`config.mk`:
```
export PLATFORM = sky130hd
export DESIGN_NAME = sync_parallel_counter
export DESIGN_NICKNAME = d
export VERILOG_FILES = /design/src/rtl/sync_parallel_counter.sv
export SDC_FILE = /design/constraint.sdc
export NUM_CORES = 1
export LEC_CHECK = 0
export CORE_UTILIZATION = 48
export DETAILED_ROUTE_END_ITERATION = 8
export PLACE_DENSITY_LB_ADDON = 0.12
export SYNTH_ARGS = -nofsm -noshare
export SYNTH_HDL_FRONTEND = slang
export SYNTH_SLANG_ARGS = --single-unit
export TNS_END_PERCENT = 10
```
`constraint.sdc`:
```
create_clock -name clock -period 3.3 [get_ports clock]
set_input_delay 0.825 -clock clock [delete_from_list [all_inputs] [get_ports clock]]
set_output_delay 0.825 -clock clock [all_outputs]
set_load 0.01 [all_outputs]
```
`src/rtl/sync_parallel_counter.sv`:
```
// sync_parallel_counter: generic up/down counter with parallel load and a
// synchronous reset to a parameterised initial value.
// Latency: one cycle; a request sampled at a rising edge is visible on value
// right after that edge. There is no handshake; every edge applies the request.
//
// Parameters:
//   size        counter width in bits (>= 1)
//   init_value  value forced by reset; truncated to size bits
//
// Ports:
//   clock       system clock, all updates on the rising edge
//   reset       synchronous, active-high; forces value to init_value
//   load        parallel load strobe (beats inc/dec)
//   load_value  value written when load=1
//   inc_enable  increment request
//   dec_enable  decrement request
//   value       current count, straight from the state register
//
// Optional build macro SYNC_PARALLEL_COUNTER_SATURATE_EN: when defined, the
// count clamps at 2^size-1 on increment and at 0 on decrement instead of
// wrapping. Load and reset are unaffected.

module sync_parallel_counter #(
  parameter int size       = 8,
  parameter int init_value = 0
) (
  input  logic            clock,
  input  logic            reset,
  input  logic            load,
  input  logic [size-1:0] load_value,
  input  logic            inc_enable,
  input  logic            dec_enable,
  output logic [size-1:0] value
);

  // Oversized init values are cut down to the counter width.
  localparam logic [size-1:0] init_trunc = size'(init_value);
  localparam logic [size-1:0] one        = size'(1);
  localparam logic [size-1:0] max_count  = '1;

  logic [size-1:0] count_q;
  logic [size-1:0] count_d;
  logic            do_inc;
  logic            do_dec;

  // Simultaneous inc and dec cancel out, so only one-sided requests count.
  assign do_inc = inc_enable & ~dec_enable;
  assign do_dec = dec_enable & ~inc_enable;

  always_comb begin
    count_d = count_q;
    if (load) begin
      count_d = load_value;
    end else if (do_inc) begin
`ifdef SYNC_PARALLEL_COUNTER_SATURATE_EN
      if (count_q != max_count) begin
        count_d = count_q + one;
      end
`else
      count_d = count_q + one;
`endif
    end else if (do_dec) begin
`ifdef SYNC_PARALLEL_COUNTER_SATURATE_EN
      if (count_q != '0) begin
        count_d = count_q - one;
      end
`else
      count_d = count_q - one;
`endif
    end
  end

  // Reset sits in the clocked block so it outranks load/inc/dec at the edge.
  always_ff @(posedge clock) begin
    if (reset) begin
      count_q <= init_trunc;
    end else begin
      count_q <= count_d;
    end
  end

  assign value = count_q;

`ifndef SYNC_PARALLEL_COUNTER_SATURATE_EN
  // In the wrapping build max_count is only a named bound, not used in logic.
  logic unused_max;
  assign unused_max = &max_count;
`endif

endmodule

```
==> results.toml, run 1 <==
[run_status]
outcome = "completed"

[sta]
skew_ps = 5.60
rsz0062_at_grt = "false"
finalSetupTns_ps = 0
max_slew_margin_pct = 55.5
worstMarginPinSlew_ps = 663
clock.fmax_ghz = 0.343
timing.final.crit_share_pct = 88.3
slew_violations = 0
finalSetupViolCount = 0
period_minus_slack_ps = 2910
setup_ws_ps = 388
finalHoldViolations = 0

[clocking]
cts_tree = "yes"
cts_made_buffers = 3
cts_num_sinks = 8
insertion_delay_ps = 270
h-tree-depth = 1
cts_setup_buffers = 0
cts_root_buf = "clkbuf_4"
cts_resized = 0
cts_buffer_depth = 2
clk_pin_slew_ps = 60
holdBufCountCts = 0

[routing]
vias = 664
drc = 0
drt_iter0_markers = 20
dr.pass1.iters = 4
drt_wl_total_um = 1510
ant_nets = 0
post_drt_wl_per_cell_um = 12.6
vias_per_cell = 5.53

[floorplanning]
die_w_um = 39.3
initial_utilization_pct = 51.3
die_h_um = 39.3
num_io_pins = 21
core_sq_um = 1300
rows = 13
design.die.area_sq_um = 1540

[power_and_ir_drop]
power_density_nw_per_um2 = 387
combPwrFrac_pct = 43.5
peakVddDrop_mv = 0.246
intPower_mw = 0.230
p_leak_nw = 0.372
switching_share_pct = 35.0
seq_power_share_pct = 33.5
p_total_mw = 0.353
switchingPower_mw = 0.124
power.clock.fraction_pct = 23.0

[yosys]
ys_ff_latch = 8
yosysWarningCount = 0
synthesis.nets = 104
seq_area_frac_synth_pct = 24.0
synth_cell_type_count = 31
synthesis.instances = 83
synthesis.area_sq_um = 667
syn_avg_cell_area_sq_um = 8.03

[run]
cap_viol_max_count = 0

[cells_and_area]
utilization_pct = 70.1
num_antenna_cells = 0
nets = 128
drive_above_1_share_pct = 7.62
largest_reg_flops = 8
syn2layout_area_growth_pct = 36.8
final_common_cell = "clkdlybuf4s50_1"
fill_cells = 114
final_cell_mix = "clkdlybuf4s50_1, a21oi_1, nor2_1, dfxtp_1"

[grt]
grt_pass1_vias = 563
grt_max_degree = 13
grt_pass1_wl_um = 2440
overflow = 0
grt_usage_pct = 24.2
grt_antenna_before_repair = 0

[worst_setup_path]
criticalPathCategory = "input pin to flop"
crit_fanout = 10
worst-endpoint-arrival_ps = 3060
path_cells = "clkdlybuf4s50_1, or2b_1, ha_1, a21oi_1, inv_1, a31oi_1, nor4b_1, a2111oi_0"
end_kind = "flop"
crit_slowest_cell = "clkdlybuf4s50_1"
cp.required_ps = 3450
max_stage_delay_ps = 490
startpoint_type = "input pin"

[place]
globalplace.congestion = 0.870
numPortBuffers = 20
hpwl_um = 1130
pre_cts_ws_ps = 168

[hold_path]
hp-class = "flop to flop"
[cells in the mapped netlist]
master / n / area, sq um
and3b_1: 1 / 8.76
fa_1: 1 / 20.0
nand2_1: 7 / 26.3
inv_1: 3 / 11.3
buf_1: 1 / 3.75
xnor2_1: 4 / 35.0
o21bai_1: 1 / 7.51
a211oi_1: 4 / 30.0
ha_1: 7 / 87.6
nor4b_1: 2 / 17.5
o31ai_1: 1 / 7.51
a21oi_1: 11 / 55.1
a221oi_1: 1 / 8.76
mux2i_1: 1 / 10.0
nand2b_1: 1 / 6.26
nor3_1: 3 / 15.0
a2111oi_0: 1 / 8.76
a311oi_1: 1 / 8.76
or2b_1: 1 / 7.51
nand3_1: 1 / 5.00
clkbuf_1: 2 / 7.51
or3b_2: 1 / 8.76
o21ai_0: 3 / 15.0
dfxtp_1: 8 / 160
nor2b_1: 3 / 18.8
nor2_1: 8 / 30.0
a31oi_1: 1 / 6.26
and2_1: 1 / 6.26
xor2_1: 1 / 8.76
a31o_2: 1 / 8.76
xor2_2: 1 / 16.3
[power by group through the flow]
stage          Clock (mW)  Combinational, mW  Sequential [mW]
6_report           0.0812              0.154            0.118
5_1_grt            0.0857              0.172            0.121
4_1_cts            0.0802              0.154            0.119
3_5_place_dp            0              0.152            0.121
3_3_place_gp            0              0.149            0.120
2_1_floorplan           0             0.0932            0.124
[cell type report]
cell class	instances	area, sq um	share of cell area [%]
multi-input combinational	69	484	53.1
tap	15	18.8	2.06
inverter	3	11.3	1.23
sequential	8	160	17.6
clock buffer	3	22.5	2.47
timing repair buffer	22	215	23.6
[worst paths after layout]
kind	start	to	slack [ps]	cells past startpoint
min	value[3]	value[3]	590	2
max	dec_enable	value[5]	390	8
max reg2reg	value[2]	value[5]	1550	6
min reg2reg	value[3]	value[3]	590	2
[layer usage]
layer / track usage [%] / vias up / part of all wire, % / wire [um]
met5: 0 / - / 0 / 0
met4: 10.3 / 0 / 1.8 / 27
met3: 5.11 / 4 / 5.0 / 75
met2: 40.0 / 19 / 48 / 729
met1: 29.9 / 295 / 45 / 675
li1: - / 346 / - / -
[worst max-delay path, delay by kind of cell]
family                   cells  cell delay [ps]
AND/OR/NAND/NOR              2              480
AO/OA/AOI/OAI                3              810
buffers and inverters        2              560
adder cells (fa/ha/maj)      1              390
[through the flow]
step | cell area, sq um | hold slack, ps | instances
CTS | 912 | 589 | 120
global route | 912 | 646 | 120
floorplan | 667 | 587 | 83
global placement | 890 | 570 | 117
detailed placement | 890 | 581 | 117
finish | 912 | 594 | 120
[kinds of logic (layout without fill, tap and decap cells)]
family	after synthesis	after routing	synth area share, %
buf+inv	6	28	3.38
compound gates	25	25	23.5
simple gates	29	29	22.5
fa+ha+maj	8	8	16.1
flops	8	8	24.0
xor+xnor	6	6	9.01
mux	1	1	1.50
(Power assumes the default switching activity.)
==> run 2: changes to the inputs <==
Settings changed: SLEW_MARGIN set to 25.
==> results of run 2 <==
Final layout, timing and power as in run 1 (identical DEF).
